<file path="src/rtl/if_fetch_stage_pkg.sv">
// rtl/if_fetch_stage_pkg.sv - shared constants, types and helpers for the fetch stage
package if_fetch_stage_pkg;

  localparam int WORD_W = 32;

  typedef logic [WORD_W-1:0] word_t;

  localparam word_t RESET_PC = 32'h0000_3000;
  localparam word_t NOP_INST = 32'h0000_0000;

  typedef enum logic [1:0] {
    ST_BOOT,
    ST_FETCH,
    ST_HOLD,
    ST_DROP
  } fetch_state_e;

  typedef enum logic [1:0] {
    IFID_HOLD,
    IFID_LOAD,
    IFID_BUBBLE
  } ifid_sel_e;

  function automatic word_t next_word_addr(input word_t addr);
    return addr + word_t'(4);
  endfunction

endpackage

</file>
<file path="src/rtl/if_fetch_stage_if.sv">
// rtl/if_fetch_stage_if.sv - instruction-memory fetch handshake bundle
interface if_fetch_stage_if;
  import if_fetch_stage_pkg::*;

  logic  imem_req;
  word_t imem_addr;
  logic  imem_ready;
  word_t imem_rdata;

  modport master (
    output imem_req,
    output imem_addr,
    input  imem_ready,
    input  imem_rdata
  );

  modport slave (
    input  imem_req,
    input  imem_addr,
    output imem_ready,
    output imem_rdata
  );

endinterface

</file>
<file path="src/rtl/if_fetch_stage_ifid_reg.sv">
// rtl/if_fetch_stage_ifid_reg.sv - IF/ID pipeline register with load/hold/bubble select
module if_fetch_stage_ifid_reg
  import if_fetch_stage_pkg::*;
(
  input  logic      clk,
  input  logic      rst,
  input  ifid_sel_e sel,
  input  word_t     load_pc,
  input  word_t     load_inst,
  output logic      valid,
  output word_t     inst,
  output word_t     pc,
  output word_t     pc_plus4
);

  always_ff @(posedge clk) begin
    if (rst) begin
      valid    <= 1'b0;
      inst     <= NOP_INST;
      pc       <= '0;
      pc_plus4 <= word_t'(4);
    end else begin
      case (sel)
        IFID_LOAD: begin
          valid    <= 1'b1;
          inst     <= load_inst;
          pc       <= load_pc;
          pc_plus4 <= next_word_addr(load_pc);
        end
        // A bubble keeps the old PC pair so later stages still see a sane address.
        IFID_BUBBLE: begin
          valid <= 1'b0;
          inst  <= NOP_INST;
        end
        default: begin
        end
      endcase
    end
  end

endmodule

</file>
<file path="src/rtl/if_fetch_stage.sv">
// rtl/if_fetch_stage.sv - PC register, fetch FSM and hold buffer feeding the IF/ID register
module if_fetch_stage
  import if_fetch_stage_pkg::*;
(
  input  logic                   clk,
  input  logic                   rst,
  input  logic                   pc_write,
  input  logic                   ifid_write,
  input  logic                   flush,
  input  logic                   redirect_valid,
  input  word_t                  redirect_target,
  if_fetch_stage_if.master       imem,
  output logic                   id_valid,
  output word_t                  id_inst,
  output word_t                  id_pc,
  output word_t                  id_pc_plus4
);

  fetch_state_e state, state_n;
  word_t        pc, pc_n;
  word_t        hold_buf, hold_buf_n;
  word_t        pending, pending_n;
  logic         consume;
  logic         take_word;
  word_t        take_inst;
  ifid_sel_e    ifid_sel;

  assign consume        = pc_write & ifid_write & ~flush & ~redirect_valid;
  assign imem.imem_addr = pc;
  assign imem.imem_req  = (state == ST_FETCH) || (state == ST_DROP);

  always_ff @(posedge clk) begin
    if (rst) begin
      state    <= ST_BOOT;
      pc       <= RESET_PC;
      hold_buf <= NOP_INST;
      pending  <= '0;
    end else begin
      state    <= state_n;
      pc       <= pc_n;
      hold_buf <= hold_buf_n;
      pending  <= pending_n;
    end
  end

  always_comb begin
    state_n    = state;
    pc_n       = pc;
    hold_buf_n = hold_buf;
    pending_n  = pending;
    take_word  = 1'b0;
    take_inst  = hold_buf;
    case (state)
      ST_BOOT: begin
        state_n = ST_FETCH;
      end
      ST_FETCH: begin
        take_inst = imem.imem_rdata;
        if (redirect_valid) begin
          // An unfinished fetch keeps its address until the memory answers; the word is then dropped.
          if (imem.imem_ready) begin
            pc_n = redirect_target;
          end else begin
            pending_n = redirect_target;
            state_n   = ST_DROP;
          end
        end else if (imem.imem_ready) begin
          if (consume) begin
            take_word = 1'b1;
            pc_n      = next_word_addr(pc);
          end else if (!flush) begin
            hold_buf_n = imem.imem_rdata;
            state_n    = ST_HOLD;
          end
        end
      end
      ST_HOLD: begin
        if (redirect_valid) begin
          pc_n    = redirect_target;
          state_n = ST_FETCH;
        end else if (flush) begin
          state_n = ST_FETCH;
        end else if (consume) begin
          take_word = 1'b1;
          pc_n      = next_word_addr(pc);
          state_n   = ST_FETCH;
        end
      end
      ST_DROP: begin
        if (redirect_valid) begin
          pending_n = redirect_target;
        end
        if (imem.imem_ready) begin
          pc_n    = redirect_valid ? redirect_target : pending;
          state_n = ST_FETCH;
        end
      end
      default: begin
        state_n = ST_BOOT;
      end
    endcase
  end

  always_comb begin
    ifid_sel = IFID_BUBBLE;
    if (flush) begin
      ifid_sel = IFID_BUBBLE;
    end else if (!ifid_write) begin
      ifid_sel = IFID_HOLD;
    end else if (take_word) begin
      ifid_sel = IFID_LOAD;
    end
  end

  if_fetch_stage_ifid_reg u_ifid_reg (
    .clk       (clk),
    .rst       (rst),
    .sel       (ifid_sel),
    .load_pc   (pc),
    .load_inst (take_inst),
    .valid     (id_valid),
    .inst      (id_inst),
    .pc        (id_pc),
    .pc_plus4  (id_pc_plus4)
  );

endmodule

</file>
<file path="src/flat_wrapper.sv">
// flat-port wrapper written by rule: the top's interface ports become plain ports
module if_fetch_stage_flat import if_fetch_stage_pkg::*;
  (clk, rst, pc_write, ifid_write, flush, redirect_valid, redirect_target, id_valid, id_inst, id_pc, id_pc_plus4, imem_imem_req, imem_imem_addr, imem_imem_ready, imem_imem_rdata);
  if_fetch_stage_if imem_i ();
  input  logic clk;
  input  logic rst;
  input  logic pc_write;
  input  logic ifid_write;
  input  logic flush;
  input  logic redirect_valid;
  input  word_t redirect_target;
  output logic id_valid;
  output word_t id_inst;
  output word_t id_pc;
  output word_t id_pc_plus4;
  output wire logic [$bits(imem_i.imem_req)-1:0] imem_imem_req;
  output wire logic [$bits(imem_i.imem_addr)-1:0] imem_imem_addr;
  input wire logic [$bits(imem_i.imem_ready)-1:0] imem_imem_ready;
  input wire logic [$bits(imem_i.imem_rdata)-1:0] imem_imem_rdata;
  assign imem_imem_req = imem_i.imem_req;
  assign imem_imem_addr = imem_i.imem_addr;
  assign imem_i.imem_ready = imem_imem_ready;
  assign imem_i.imem_rdata = imem_imem_rdata;
  if_fetch_stage u_core (.clk(clk), .rst(rst), .pc_write(pc_write), .ifid_write(ifid_write), .flush(flush), .redirect_valid(redirect_valid), .redirect_target(redirect_target), .imem(imem_i), .id_valid(id_valid), .id_inst(id_inst), .id_pc(id_pc), .id_pc_plus4(id_pc_plus4));
endmodule
</file>
<file path="config.mk">
export PLATFORM = sky130hd
export DESIGN_NAME = if_fetch_stage_flat
export DESIGN_NICKNAME = d
export VERILOG_FILES = /design/src/rtl/if_fetch_stage_pkg.sv /design/src/rtl/if_fetch_stage_if.sv /design/src/rtl/if_fetch_stage_ifid_reg.sv /design/src/rtl/if_fetch_stage.sv /design/src/flat_wrapper.sv
export SDC_FILE = /design/constraint.sdc
export NUM_CORES = 1
export LEC_CHECK = 0
export ABC_AREA = 1
export CAP_MARGIN = 20
export CORE_ASPECT_RATIO = 2
export CORE_MARGIN = 2
export CORE_UTILIZATION = 30
export CTS_BUF_LIST = sky130_fd_sc_hd__clkbuf_8
export DETAILED_ROUTE_END_ITERATION = 12
export SLEW_MARGIN = 20
export SYNTH_ARGS = -nofsm -noshare
export SYNTH_HDL_FRONTEND = slang
export SYNTH_SLANG_ARGS = --single-unit
</file>
<file path="constraint.sdc">
create_clock -name clk -period 3.4 [get_ports clk]
set_clock_uncertainty 0.2 [all_clocks]
set_input_delay 0.68 -clock clk [delete_from_list [all_inputs] [get_ports clk]]
set_output_delay 0.68 -clock clk [all_outputs]
set_load 0.01 [all_outputs]
</file>
==> Word level (Yosys, flattened, before mapping) <==
Cells that the tools add are included.
{ "word_totals": {"register_bits": 195, "in_bits": 71} }
{ "op_classes": {"addsub": 1, "eq_ne": 15, "mux": 34, "bitwise_logic": 6, "n_reduce_logical": 9} }
{ "ops": {"columns": ["cell", "n"], "rows": [
  ["$mux 32", 11],
  ["$pmux 32 s2", 2],
  ["$pmux 32 s3", 1],
  ["$add 32x3->32 const B", 1],
  ["$mux 2", 12],
  ["$ne 3x3->1 const B", 5],
  ["$ne 2x2->1 const B", 4],
  ["$pmux 2 s4", 1],
  ["$eq 2x2->1 const B", 3],
  ["$reduce_and 6->1", 1],
  ["$mux 1", 5],
  ["$reduce_and 5->1", 1],
  ["$eq 2x1->1 const B", 2],
  ["$ne 4x3->1 const B", 1],
  ["$pmux 1 s2", 2],
  ["$reduce_and 4->1", 1],
  ["$reduce_bool 2->1", 2],
  ["$and 1x1->1", 3],
  ["$not 1->1", 3],
  ["$reduce_and 3->1", 1],
  ["$reduce_bool 3->1", 1],
  ["$logic_not 2->1", 1],
  ["$logic_or 1x1->1", 1]
]} }

==> Logic depth before layout (Yosys ltp) <==
{ "logic_depth": {"ltp_word": 12, "depth_mapped": 12, "depth_no_buf": 10} }

==> Cells and area by module <==
A second synthesis with hierarchy kept.
{ "hier_totals": {"hier_cells": 1463, "area_unflattened_um2": 9564.2} }
{ "by_module_without_submodules": {"columns": ["module", "n_inst", "cells_per_inst", "area_each_um2", "seq_area_each_um2"], "rows": [
  ["if_fetch_stage", 1, 847, 5370.2, 1961.9],
  ["if_fetch_stage_ifid_reg", 1, 616, 4194.0, 1901.8]
]} }

==> Worst setup path after synthesis <==
Ideal clock, no wire load.
{ "synth_timing": {"path_kind": "input to register", "startpoint": "input port redirect_valid", "endpoint": "register u_core.u_ifid_reg.pc_plus4[11]", "t_arrival_ns": 1.741, "slack_ns": 1.343, "path_stages": 9, "path_cell_list": "buf_6 > nor3_4 > nand3_2 > inv_2 > buf_6 > buf_6 > nand2_1 > o211ai_1 > inv_1"} }
{ "synth_via": {"elab_chain_cells": 10, "elab_cells_between_ends": 12} }
{ "synth_lines": {"columns": ["item", "line_no", "rtl"], "rows": [
  ["start: declaration", "flat_wrapper.sv:10", "input logic redirect_valid;"],
  ["$not 1->1", "if_fetch_stage.sv:28", "assign consume = pc_write & ifid_write & ~flush & ~redirect_valid;"],
  ["$and 1x1->1", "if_fetch_stage.sv:28", null],
  ["$mux 1", "if_fetch_stage.sv:68, if_fetch_stage.sv:83", null],
  ["$mux 1 (on tied branches)", "if_fetch_stage.sv:81, if_fetch_stage.sv:67", null],
  ["$mux 1 (on tied branches)", "if_fetch_stage.sv:78, if_fetch_stage.sv:59", null],
  ["$pmux 1 s2 *", "if_fetch_stage.sv:53", "case (state)"],
  ["$mux 2 *", "if_fetch_stage.sv:110", "end else if (take_word) begin"],
  ["$mux 2 *", "if_fetch_stage.sv:108", "end else if (!ifid_write) begin"],
  ["$mux 2 *", "if_fetch_stage.sv:106", "if (flush) begin"],
  ["$eq 2x1->1 *", "if_fetch_stage_ifid_reg.sv:23", "case (sel)"],
  ["end signal: assignment", "if_fetch_stage_ifid_reg.sv:21", "pc_plus4 <= word_t'(4);"],
  ["end signal: assignment", "if_fetch_stage_ifid_reg.sv:28", "pc_plus4 <= next_word_addr(load_pc);"],
  ["end: declaration", "if_fetch_stage_ifid_reg.sv:13", "output word_t pc_plus4"]
]} }
Mark *: on every way between the ends. The rest lies on a longest branch, timed or not.
A chain may end at the register's enable or synchronous reset.

==> Worst setup path after layout <==
{ "layout_timing": {"startpoint": "register u_core.state[1]", "endpoint": "output port imem_imem_req"} }
{ "layout_via": {"elab_chain_cells": 2, "elab_cells_between_ends": 3} }
{ "layout_lines": {"columns": ["item", "line_no", "rtl"], "rows": [
  ["start: declaration", "if_fetch_stage.sv:19", "fetch_state_e state, state_n;"],
  ["start signal: assignment", "if_fetch_stage.sv:39", "state <= state_n;"],
  ["$eq 2x1->1 / $eq 2x2->1 (equally long branches)", "if_fetch_stage.sv:30", "assign imem.imem_req = (state == ST_FETCH) || (state == ST_DROP);"],
  ["$logic_or 1x1->1 *", "if_fetch_stage.sv:30", null],
  ["end: declaration", "flat_wrapper.sv:16", "output wire logic [$bits(imem_i.imem_req)-1:0] imem_imem_req;"]
]} }
Marks and branches as above.

==> metrics <==
Routed WL per cell=15.1 um; Setup WS post-layout=0.495 ns; wl on met1=13.5 mm; Vias=8,389; most frequent CP cell=inv_1; Critical Path End Type=output port; Place WS=0.471 ns; CP top delay family=buffers and inverters; syn_nets=1,350; Bufs and invs on worst path=3; Synth Cell Area=8680 sq um; CTS Buf Count=17; Slew Limit Fails=0; Mapped Cells=1,274; top routing layer in use=met4; Skew-Pair Late Insertion Delay=0.51 ns; drt pass-1 iters=5; drc violations=0; Final Util=39.6%; # hold bufs at CTS=0; antenna diode count=0; total setup buffers inserted after CTS=0; gpl congestion=0.849; worst vdd ir=334 uV; vias per inst=4.63; Die H=245 um; met3 WL=1.45 mm; DP Area=10,900 sq um; final net count=1,513; async set or reset register ratio after synthesis=0%; number of global-route vias before repair=7,751; Initial Util=30.3%; Final ANT Viol Nets=0; CTS root buffer=clkbuf_8; final setup TNS=0 ns; initial antenna violation count=0; Yosys warnings=0; largest net degree at the start of global routing=58; gr ovfl total=0; largest buffer count on any clock path=2; CP cell instances=inv_1 -> ha_1 -> nor2_1 -> inv_1 -> clkdlybuf4s50_1; All-Layer GR Usage=17.9%; DRT iter0 DRCs=543; number of flops mapped to enable cells by yosys=0; status=complete, no violations; CORE AREA=28,600 sq um; Synth Area per Inst=6.81 sq um; Port Buffers=200; CTS HTree Levels=4; Post-Route WL=27.3 mm; crit path max fanout=8; register area share after synthesis=44.5%; CTS resizes=0; fin crit period=2.90 ns; die width=124 um; Fin. Hold Viols=0; RSZ-0062 raised after global routing=no; IO Pins=201; ys flop type=dfxtp_1; Die Area=30,400 sq um; Leak=4.55 nW; Slew headroom=58.1%; area delta synth->final=30.6%; # clock sinks=193; layout cell share with drive strength beyond 1=4.76%; crit path kind=reg2out; CP Launch Type=register; Slowest Stage Delay on Critical Path=0.54 ns; most common cell after layout, fill and taps aside=nand2_1; first-pass GRT wire length=43.7 mm; Peak Freq=0.344 GHz; number of filler cells placed in the layout=3,074; Max-Cap Viols=0; CTS tree=done; arrival time worst endpoint=2.02 ns; setup violators final=0; most frequent cells in the layout=332 x nand2_1, 233 x nor2_1, 199 x clkdlybuf4s50_1; flops & latches, synth=193; crit share post-route=85.4%; DPL Wire Length=19.2 mm; Yosys cell types=34; Final Instance Area=11,300 sq um; Clock transition at path regs=0.09 ns; CP Data Required Time=2.52 ns; final hold slack=0.251 ns; HP Class=reg2reg; Power Dens Cells=450 nW/um^2; Met2 Wirelength=11.9 mm; row count=88; worst-path cell with the longest stage delay=clkdlybuf4s50_1; Worst-Margin Slew=0.626 ns
layer usage:
metal / vias up / GRT usage [%]
li1: 4376 / -
met1: 3759 / 25.8
met4: 0 / 6.08
met2: 233 / 26.7
met5: - / 0
met3: 21 / 3.28
area by class of cell:
cell class,count,area [sq um],area share (%)
Clock buffer,18,248,2.19
Clock inverter,14,151,1.34
Inverter,100,378,3.33
Multi-Input combinational cell,904,4050,35.7
Sequential cell,193,3860,34.1
Tap cell,360,450,3.97
Timing Repair Buffer,221,2190,19.4
flip-flops by register name, summed over array words and instances, names as in the netlist:
signal,flops
u_core.pending,32
u_core.u_ifid_reg.pc,32
u_core.hold_buf,32
u_core.u_ifid_reg.valid,1
u_core.u_ifid_reg.pc_plus4,30
u_core.u_ifid_reg.inst,32
u_core.state,2
u_core.imem.imem_addr,32
worst paths after layout:
check / from / slack [ns] / cells past startpoint / endpoint
max: u_core.state[1] / 0.50 / 5 / imem_imem_req
min: u_core.hold_buf[29] / 0.25 / 2 / u_core.hold_buf[29]
max reg2reg: u_core.state[1] / 1.01 / 11 / u_core.pending[14]
min reg2reg: u_core.hold_buf[29] / 0.25 / 2 / u_core.hold_buf[29]
through the flow:
step / power (mW) / cells
finish: 5.10 / 1810
global route: 5.36 / 1810
CTS: 5.16 / 1810
detailed placement: 3.57 / 1778
global placement: 3.57 / 1778
floorplan: 3.12 / 1274
tightest hold or removal path: stages (launching register included):
cell and delay [ns]:
dfxtp_1 0.31, inv_1 0.05, a21oi_1 0.06
cells by family (layout without fill, tap and decap cells):
| group | after synthesis | in the layout | share of synthesized area [%] |
|---|---|---|---|
| simple gates | 602 | 602 | 26.9 |
| flops | 193 | 193 | 44.5 |
| buf+inv | 177 | 353 | 8.89 |
| fa+ha+maj | 5 | 5 | 0.721 |
| compound gates | 286 | 286 | 17.8 |
| xor+xnor | 11 | 11 | 1.11 |
synthesized netlist by cell type, types with 2 or more instances:
cell type	count	area, sq um
nor3_1	2	10.0
buf_1	2	7.51
buf_4	7	52.6
a21oi_1	89	445
a31oi_1	2	12.5
nor2_2	2	12.5
ha_1	5	62.6
inv_2	4	15.0
nor2_1	235	882
nand3b_1	2	15.0
dfxtp_1	193	3860
xnor2_1	3	26.3
buf_6	8	90.1
nand2_1	332	1250
a211oi_1	34	255
buf_2	16	80.1
clkbuf_1	43	161
nand2_2	3	18.8
nand3_1	22	110
inv_1	95	357
o211ai_1	4	30.0
xor2_1	8	70.1
o21ai_1	5	25.0
o21ai_0	148	741
power by group:
group / switching [mW] / internal [mW]
clock: 0.897 / 0.685
sequential: 0.137 / 2.41
combinational: 0.575 / 0.396
Power figures use the tool's default switching activity.
